**src/rtl/bus_glue.sv**
```systemverilog
// 68030 bus front-end: address decode into chip selects, wait-state DSACK generation,
// DRAM acknowledge passthrough, boot-ROM overlay, autovectored IACK and bus-error watchdog.
module bus_glue #(
    parameter int unsigned ROM_WAIT    = 3,
    parameter int unsigned IO_WAIT     = 6,
    parameter int unsigned TIMEOUT     = 255,
    parameter int unsigned BOOT_CYCLES = 4
) (
    input  logic        CLK,
    input  logic        RST_n,
    input  logic [15:0] ADDR,
    input  logic [2:0]  FC,
    input  logic        AS_n,
    input  logic        RW,
    input  logic        DSACK0_DRAM_n,
    input  logic        DSACK1_DRAM_n,
    output logic        CS_DRAM_n,
    output logic        CS_ROM_n,
    output logic        CS_IO_n,
    output logic        DSACK0_n,
    output logic        DSACK1_n,
    output logic        AVEC_n,
    output logic        BERR_n
);

    localparam int unsigned WAIT_W   = $clog2(ROM_WAIT + IO_WAIT + 2);
    localparam int unsigned TMO_W    = $clog2(TIMEOUT + 2);
    localparam int unsigned BOOT_W   = $clog2(BOOT_CYCLES + 2);
    localparam int unsigned ROM_LOAD = (ROM_WAIT > 0) ? ROM_WAIT - 1 : 0;
    localparam int unsigned IO_LOAD  = (IO_WAIT > 0) ? IO_WAIT - 1 : 0;
    localparam int unsigned TMO_LAST = (TIMEOUT > 1) ? TIMEOUT - 1 : 1;

    typedef enum logic [2:0] {S_IDLE, S_DECODE, S_WAIT, S_ACK, S_TERM} state_t;
    typedef enum logic [2:0] {D_NONE, D_DRAM, D_ROM, D_IO, D_IACK} dec_t;

    state_t              state, state_nxt;
    dec_t                dec_q, dec_nxt, dec_c, dec_sel;
    logic                as_m, as_s;
    logic [WAIT_W-1:0]   wait_cnt, wait_nxt;
    logic [TMO_W-1:0]    tmo_cnt, tmo_nxt;
    logic [BOOT_W-1:0]   boot_cnt, boot_nxt;
    logic                dram_acked, dram_acked_nxt;
    logic                ack0_q, ack1_q, ack0_nxt, ack1_nxt;
    logic                cs_dram_nxt, cs_rom_nxt, cs_io_nxt, avec_nxt, berr_nxt;
    logic                overlay, zero_wait, dram_ack;

    // Two-flop synchroniser for the asynchronous address strobe
    always_ff @(posedge CLK) begin
        if (!RST_n) begin
            as_m <= 1'b1;
            as_s <= 1'b1;
        end else begin
            as_m <= AS_n;
            as_s <= as_m;
        end
    end

    assign overlay   = (boot_cnt < BOOT_W'(BOOT_CYCLES));
    assign dram_ack  = !CS_DRAM_n && (!DSACK0_DRAM_n || !DSACK1_DRAM_n);
    assign zero_wait = (dec_c == D_ROM && ROM_WAIT == 0) || (dec_c == D_IO && IO_WAIT == 0);
    assign dec_sel   = (state == S_DECODE) ? dec_c : dec_q;

    // Address/function-code decode in priority order; ADDR carries A31..A16
    always_comb begin
        dec_c = D_NONE;
        if (FC == 3'd7) begin
            if (ADDR[3:0] == 4'hF) dec_c = D_IACK;
        end else if (ADDR[15:7] == 9'd0) begin
            dec_c = (overlay && RW) ? D_ROM : D_DRAM;
        end else if (ADDR[15:4] == 12'hE00) begin
            dec_c = D_ROM;
        end else if (ADDR[15:4] == 12'hF00) begin
            dec_c = D_IO;
        end
    end

    always_ff @(posedge CLK) begin
        if (!RST_n) begin
            state      <= S_IDLE;
            dec_q      <= D_NONE;
            wait_cnt   <= '0;
            tmo_cnt    <= '0;
            boot_cnt   <= '0;
            dram_acked <= 1'b0;
            ack0_q     <= 1'b1;
            ack1_q     <= 1'b1;
            CS_DRAM_n  <= 1'b1;
            CS_ROM_n   <= 1'b1;
            CS_IO_n    <= 1'b1;
            AVEC_n     <= 1'b1;
            BERR_n     <= 1'b1;
        end else begin
            state      <= state_nxt;
            dec_q      <= dec_nxt;
            wait_cnt   <= wait_nxt;
            tmo_cnt    <= tmo_nxt;
            boot_cnt   <= boot_nxt;
            dram_acked <= dram_acked_nxt;
            ack0_q     <= ack0_nxt;
            ack1_q     <= ack1_nxt;
            CS_DRAM_n  <= cs_dram_nxt;
            CS_ROM_n   <= cs_rom_nxt;
            CS_IO_n    <= cs_io_nxt;
            AVEC_n     <= avec_nxt;
            BERR_n     <= berr_nxt;
        end
    end

    always_comb begin
        state_nxt = state;
        case (state)
            S_IDLE:   if (!as_s) state_nxt = S_DECODE;
            S_DECODE: begin
                if (as_s)           state_nxt = S_TERM;
                else if (zero_wait) state_nxt = S_ACK;
                else                state_nxt = S_WAIT;
            end
            S_WAIT: begin
                if (as_s)
                    state_nxt = S_TERM;
                else if (dec_q == D_IACK ||
                         ((dec_q == D_ROM || dec_q == D_IO) && wait_cnt == '0))
                    state_nxt = S_ACK;
            end
            S_ACK:    if (as_s) state_nxt = S_TERM;
            S_TERM:   state_nxt = S_IDLE;
            default:  state_nxt = S_IDLE;
        endcase
    end

    // Counters and next values of the registered outputs
    always_comb begin
        dec_nxt        = dec_q;
        wait_nxt       = wait_cnt;
        tmo_nxt        = tmo_cnt;
        boot_nxt       = boot_cnt;
        dram_acked_nxt = dram_acked;
        ack0_nxt       = ack0_q;
        ack1_nxt       = ack1_q;
        cs_dram_nxt    = CS_DRAM_n;
        cs_rom_nxt     = CS_ROM_n;
        cs_io_nxt      = CS_IO_n;
        avec_nxt       = AVEC_n;
        berr_nxt       = BERR_n;
        case (state)
            S_DECODE: begin
                dec_nxt        = dec_c;
                tmo_nxt        = '0;
                dram_acked_nxt = 1'b0;
                wait_nxt       = (dec_c == D_IO) ? WAIT_W'(IO_LOAD) : WAIT_W'(ROM_LOAD);
                if (!as_s) begin
                    cs_dram_nxt = (dec_c != D_DRAM);
                    cs_rom_nxt  = (dec_c != D_ROM);
                    cs_io_nxt   = (dec_c != D_IO);
                end
            end
            S_WAIT: begin
                if (!as_s) begin
                    if (wait_cnt != '0) wait_nxt = wait_cnt - 1'b1;
                    // Any DRAM acknowledge freezes the watchdog for the rest of the cycle
                    if (dram_ack) begin
                        dram_acked_nxt = 1'b1;
                    end else if (!dram_acked && tmo_cnt != TMO_W'(TMO_LAST)) begin
                        tmo_nxt = tmo_cnt + 1'b1;
                        if (tmo_cnt == TMO_W'(TMO_LAST - 1)) berr_nxt = 1'b0;
                    end
                end
            end
            S_TERM: begin
                if (overlay) boot_nxt = boot_cnt + 1'b1;
            end
            default: ;
        endcase
        if (state_nxt == S_ACK && state != S_ACK) begin
            ack1_nxt = (dec_sel != D_ROM);
            ack0_nxt = (dec_sel != D_IO);
            avec_nxt = (dec_sel != D_IACK);
        end
        if (state_nxt == S_TERM) begin
            cs_dram_nxt = 1'b1;
            cs_rom_nxt  = 1'b1;
            cs_io_nxt   = 1'b1;
            ack0_nxt    = 1'b1;
            ack1_nxt    = 1'b1;
            avec_nxt    = 1'b1;
            berr_nxt    = 1'b1;
        end
    end

    // DRAM acknowledge reaches the CPU only while the DRAM is selected
    assign DSACK0_n = ack0_q & (DSACK0_DRAM_n | CS_DRAM_n);
    assign DSACK1_n = ack1_q & (DSACK1_DRAM_n | CS_DRAM_n);

endmodule
```
**config.mk**
```make
export PLATFORM = sky130hd
export DESIGN_NAME = bus_glue
export DESIGN_NICKNAME = d
export VERILOG_FILES = /design/src/rtl/bus_glue.sv
export SDC_FILE = /design/constraint.sdc
export NUM_CORES = 1
export LEC_CHECK = 0
export CAP_MARGIN = 20
export CORE_MARGIN = 1
export CORE_UTILIZATION = 57
export CTS_BUF_LIST = sky130_fd_sc_hd__clkbuf_4
export CTS_CLUSTER_DIAMETER = 50
export DETAILED_ROUTE_END_ITERATION = 10
export GPL_TIMING_DRIVEN = 0
export MAX_ROUTING_LAYER = met4
export PLACE_DENSITY = 0.89
export RECOVER_POWER = 100
export SYNTH_ARGS = -nofsm -noshare
export SYNTH_HDL_FRONTEND = slang
export SYNTH_SLANG_ARGS = --single-unit
```
**constraint.sdc**
```tcl
create_clock -name CLK -period 3.1 [get_ports CLK]
set_clock_uncertainty 0.05 [all_clocks]
set_input_delay 0.62 -clock CLK [delete_from_list [all_inputs] [get_ports CLK]]
set_output_delay 0.62 -clock CLK [all_outputs]
set_load 0.03 [all_outputs]
```
# After elaboration in Yosys (flattened, before gate mapping)
# Index checks and enable logic that the tools add are counted.
# word_totals
out_inout_bits	7
wordCells	102
in_bits	25
regBits	32
# op_classes
reduce_logical	24
magnitude_cmp	1
bitwise_logic	7
n_mux	24
n_eq_ne	28
add_sub_neg	3
# ops
operator	count
3-bit 2-to-1 mux	9
9-bit 2-to-1 mux	3
12-bit equality test (second input constant)	2
3-bit by 2-bit equality test with 1-bit output (second input constant)	6
9-bit case mux with 2 select lines	1
3-bit by 2-bit inequality test with 1-bit output (second input constant)	5
3-bit equality test (second input constant)	4
3-bit case mux with 4 select lines	1
2-bit inequality test (second input constant)	5
9-bit by 1-bit adder with 9-bit output (second input constant)	1
9-bit by 8-bit equality test with 1-bit output (second input constant)	1
9-bit zero test	1
9-bit by 8-bit inequality test with 1-bit output (second input constant)	1
2-bit 2-to-1 mux	4
4-bit 2-to-1 mux	2
4-bit case mux with 2 select lines	1
3-bit AND reduction	2
1-bit logical AND	5
5-bit AND reduction	1
4-bit equality test (second input constant)	1
1-bit zero test	4
4-bit zero test	1
2-bit AND reduction	2
4-bit AND reduction	1
16 further kinds	23

# Longest topological paths before layout
# depth
word_depth	9
depth_mapped	8
ltp_nobuf	7

# Least setup slack after synthesis
# Ideal clock, no wire load.
# synth_timing
path_type	input port to flip-flop
from	input ADDR[12]
to	register ack0_q
arrival_time_ns	1.707
cell_stages	5
n_path_buf	0
setup_ns	0.116
setup_slack_ns	1.226
path_cell_list	or4_1 nor2b_1 a21o_1 nand3_1 a31o_2
# synth_via
elab_chain_cells	7
elab_cells_between_ends	9
cone_classes	3 x eq/ne; 5 x mux; 1 x reduce/logical
# synth_rtl
item	line	source
from (decl)	11	input logic [15:0] ADDR,
12-bit equality test	72	end else if (ADDR[15:4] == 12'hF00) begin
2-bit 2-to-1 mux	72	
2-bit 2-to-1 mux	70	end else if (ADDR[15:4] == 12'hE00) begin
2-bit 2-to-1 mux (*)	68	end else if (ADDR[15:7] == 9'd0) begin
3-bit 2-to-1 mux (*)	66	if (FC == 3'd7) begin
3-bit 2-to-1 mux (*)	--	
3-bit by 2-bit inequality test with 1-bit output (*)	176	ack0_nxt = (dec_sel != D_IO);
to (signal assigned)	99	ack0_q <= ack0_nxt;
to (decl)	43	logic ack0_q, ack1_q, ack0_nxt, ack1_nxt;
# Every way passes the cells marked *; elsewhere a longest branch is shown, timed or not.
# A chain may end at the register's enable or synchronous reset.

# Final worst setup path
# layout_timing
from	input DSACK0_DRAM_n
to	output DSACK0_n
# layout_via
elab_chain_cells	2
# layout_rtl
item	line	source
from (decl)	15	input logic DSACK0_DRAM_n,
1-bit bitwise OR	191	assign DSACK0_n = ack0_q & (DSACK0_DRAM_n | CS_DRAM_n);
1-bit AND	191	
to (decl)	20	output logic DSACK0_n,
# Every way passes these cells.

==> summary.txt <==
Outcome
  – Status: finished clean

Placement
  – Placed inst area: ~0.0020 sq mm
  – Port bufs: 31
  – Gpl congestion: around 0.81
  – Placed insts: 259
  – DP Wirelength: approximately 2900 um

Synth
  – Multiplexer share of the synthesized area: 1.31%
  – Net Count, Synth: around 230
  – Mean area per synthesized cell: 8.19 sq um
  – Unique cell type count in the Yosys netlist: 43
  – Post-synthesis compound-gate area fraction: 18.8%
  – Mapped Cells: approximately 200
  – Yosys Warn Count: 0
  – Cell area after synthesis: ~0.0016 sq mm
  – Synth Flop Type: dfxtp_1
  – Largest family of logic cells by synthesized area: simple AND/OR/NAND/NOR gates
  – Synth Area in XOR/XNOR: 1.08%
  – Top cells by area, synth: dfxtp_1 40%, o21ai_0 6.5%, ha_1 4.6%
  – Post-synth top area share: between 30% and 40%
  – Share of synthesized registers carrying an async set or reset: 0%
  – Synth Area in Adders: 4.63%
  – Area leader, netlist: dfxtp_1
  – Flops & latches, synth: 32
  – Simple-Gate Fraction of Synth Area: 30.9%
  – Register area share after synthesis: slightly below 40%
  – Post-synth EDFFs: 0

Power and ir drop
  – VDD IR max: 0.380 mV
  – Lkg Pwr: 0.700 nW
  – Power density over the cells: 355 mW/mm^2

Global routing
  – Initial antenna violation count: 0
  – Overflow after GRT: 0
  – First-pass GRT wire length: approximately 6600 um
  – Largest net degree at the start of global routing: 11
  – Vias in the first global route: roughly 1500
  – Gr usage total: 27.4%

Timing
  – Final cycle utilization of the critical path: between 80% and 90%
  – Hold Fails Final Rpt: 0
  – Slew HR: a little over 30%
  – Minimum clock period: around 2.6 ns
  – Setup_tns: 0 ns
  – RSZ-0062 raised after global routing: false
  – Slew of the pin with the lowest slew margin: slightly above 1 ns
  – Slew Viols, Final: 0
  – Fmax: around 380 MHz
  – Final setup violating endpoints: 0

Run
  – MaxCap Viol Count: 0

Clock network
  – Clock sink total: 32
  – Hold Buf Count CTS: 0
  – CTS tree: built
  – Worst-path clk slew: 0.10 ns
  – Clock Path Buffers: 2
  – # resized after CTS: 0
  – Total CTS buffers: 5
  – Post-CTS Setup Inserts: 0
  – Clk root buf: clkbuf_4
  – CTS H-tree depth: 2
  – Insertion delay to the later sink of the worst-skew pair: roughly 0.34 ns

Routing
  – Vias per cell: approximately 6.0
  – DRC: 0
  – Initial DRC Count: 82
  – First-pass DRT Iterations: 4
  – Antenna-violating nets left: 0
  – DR WL/cell: 14.4 um
  – WL final: approximately 3800 um
  – DR vias: around 1600

Setup path
  – CP delay by family, top: buffers and inverters
  – Reg2reg end: tmo_cnt[7]
  – Reg2reg path depth: 6
  – Worst setup path class: in -> out
  – Crit path buf inv count: 2
  – Crit path capture type: output port
  – Most used cell, CP: nor2_1
  – Crit start category: input pin
  – Worst Path Max Fanout: 2
  – Crit-path max cell delay: 0.74 ns
  – Slowest cell on crit path: dlygate4sd3_1
  – CP Data Required Time: around 2.4 ns
  – CP cell instances: clkdlybuf4s50_1 > nor2_1 > nor2_1 > dlygate4sd3_1
  – Setup slack, reg-to-reg: 0.48 ns
  – R2R Path Start: state[1]
  – CP arrival: approximately 2.0 ns

Floorplanning
  – Die Y: about 55 um
  – I/O pins: 32
  – Core footprint: about 0.0026 sq mm
  – Starting Density: about 63%
  – Rows: 18
  – Die width: between 50 and 60 um
  – Die ar.: 0.00306 sq mm

Finish
  – Layout net count: 267
  – Register Area: about 640 sq um
  – Antenna fix cells: 0
  – Final core occ: 77.2%
  – Layout Area Growth over Synthesis: 23.3%
  – Layout cells sized above 1: 5.91%
  – Finished Cell Area: 0.00200 sq mm
  – Most frequent standard cell in the layout excluding fill and tap cells: dfxtp_1
  – Fin cells: roughly 270
  – Layout fillers: around 190
  – Multi-input gate area: 902 sq um
  – Most frequent cells in the layout: 32 x dfxtp_1, 22 x o21ai_0, 22 x clkdlybuf4s50_1

Hold path
  – Hold Path Stages: 1
  – Worst Hold Endpoint: as_s
  – Hold Startpoint: as_m
  – Hold Crit Class: reg -> reg
==> cell usage after synthesis, types with 3 or more instances <==
library cell	n
and3_1	3
dfxtp_1	32
nor3_1	4
inv_1	7
o21ai_0	21
nand2b_1	4
nand3_1	8
nor3b_1	6
a21oi_1	13
nand2_1	18
a21boi_0	3
ha_1	6
or3_1	8
nand4_1	5
nor2_1	19
nor2b_1	4
a31oi_1	3
==> power breakdown <==
part | internal [W] | leakage (nW) | switching [W]
logic | 0.0000377 | 0.409 | 0.0000254
clock network | 0.0000831 | 0.0324 | 0.000146
registers | 0.000415 | 0.259 | 0.00000324
total | 0.000536 | 0.700 | 0.000174
==> cell families (layout without fill, tap and decap cells) <==
logic type,after synthesis,count (layout)
AO/OA/AOI/OAI,51,51
multiplexers,2,2
buffers and inverters,13,52
flip-flops,32,32
AND/OR/NAND/NOR,92,92
adder cells (fa/ha/maj),6,6
XOR/XNOR,2,2
==> final cells by class <==
class | instances | area share (%)
Sequential cell | 32 | 32.0
Buffer | 6 | 1.56
Multi-Input combinational cell | 153 | 45.1
Inverter | 7 | 1.31
Clock inverter | 3 | 0.688
Clock buffer | 5 | 1.88
Tap cell | 30 | 1.88
Timing Repair Buffer | 31 | 15.5
==> routing by layer <==
layer / routed length, um / part of all wire [%] / global-route usage (%)
met4: 40 / 1.0 / 12.1
met1: 1710 / 44 / 32.0
met2: 1900 / 49 / 44.2
met3: 192 / 5.0 / 7.03
met5: 0 / 0 / -
==> flip-flops by register name, summed over array words and instances, names as in the netlist, 3 cells and up <==
name,flops
tmo_cnt,9
wait_cnt,4
boot_cnt,3
dec_q,3
state,3
==> per-stage QoR <==
stage | power, W | hold WS [ns] | worst slack (ns)
after floorplan | 0.000452 | 0.336 | 1.23
after global placement | 0.000488 | 0.344 | 0.548
after detailed placement | 0.000492 | 0.359 | 0.530
after CTS | 0.000714 | 0.385 | 0.522
after global routing | 0.000738 | 0.416 | 0.331
final | 0.000710 | 0.379 | 0.466
==> worst max-delay path by stage <==
stage                  to  slack [ns]          start  depth (start not counted)
6_report         DSACK0_n        0.47  DSACK0_DRAM_n                          4
2_1_floorplan      ack0_q        1.23       ADDR[12]                          5
4_1_cts          DSACK0_n        0.52  DSACK0_DRAM_n                          4
5_1_grt        tmo_cnt[8]        0.33       state[1]                          6
3_5_place_dp     DSACK0_n        0.53  DSACK0_DRAM_n                          4
3_3_place_gp     DSACK0_n        0.55  DSACK0_DRAM_n                          4
(Power assumes the default switching activity.)
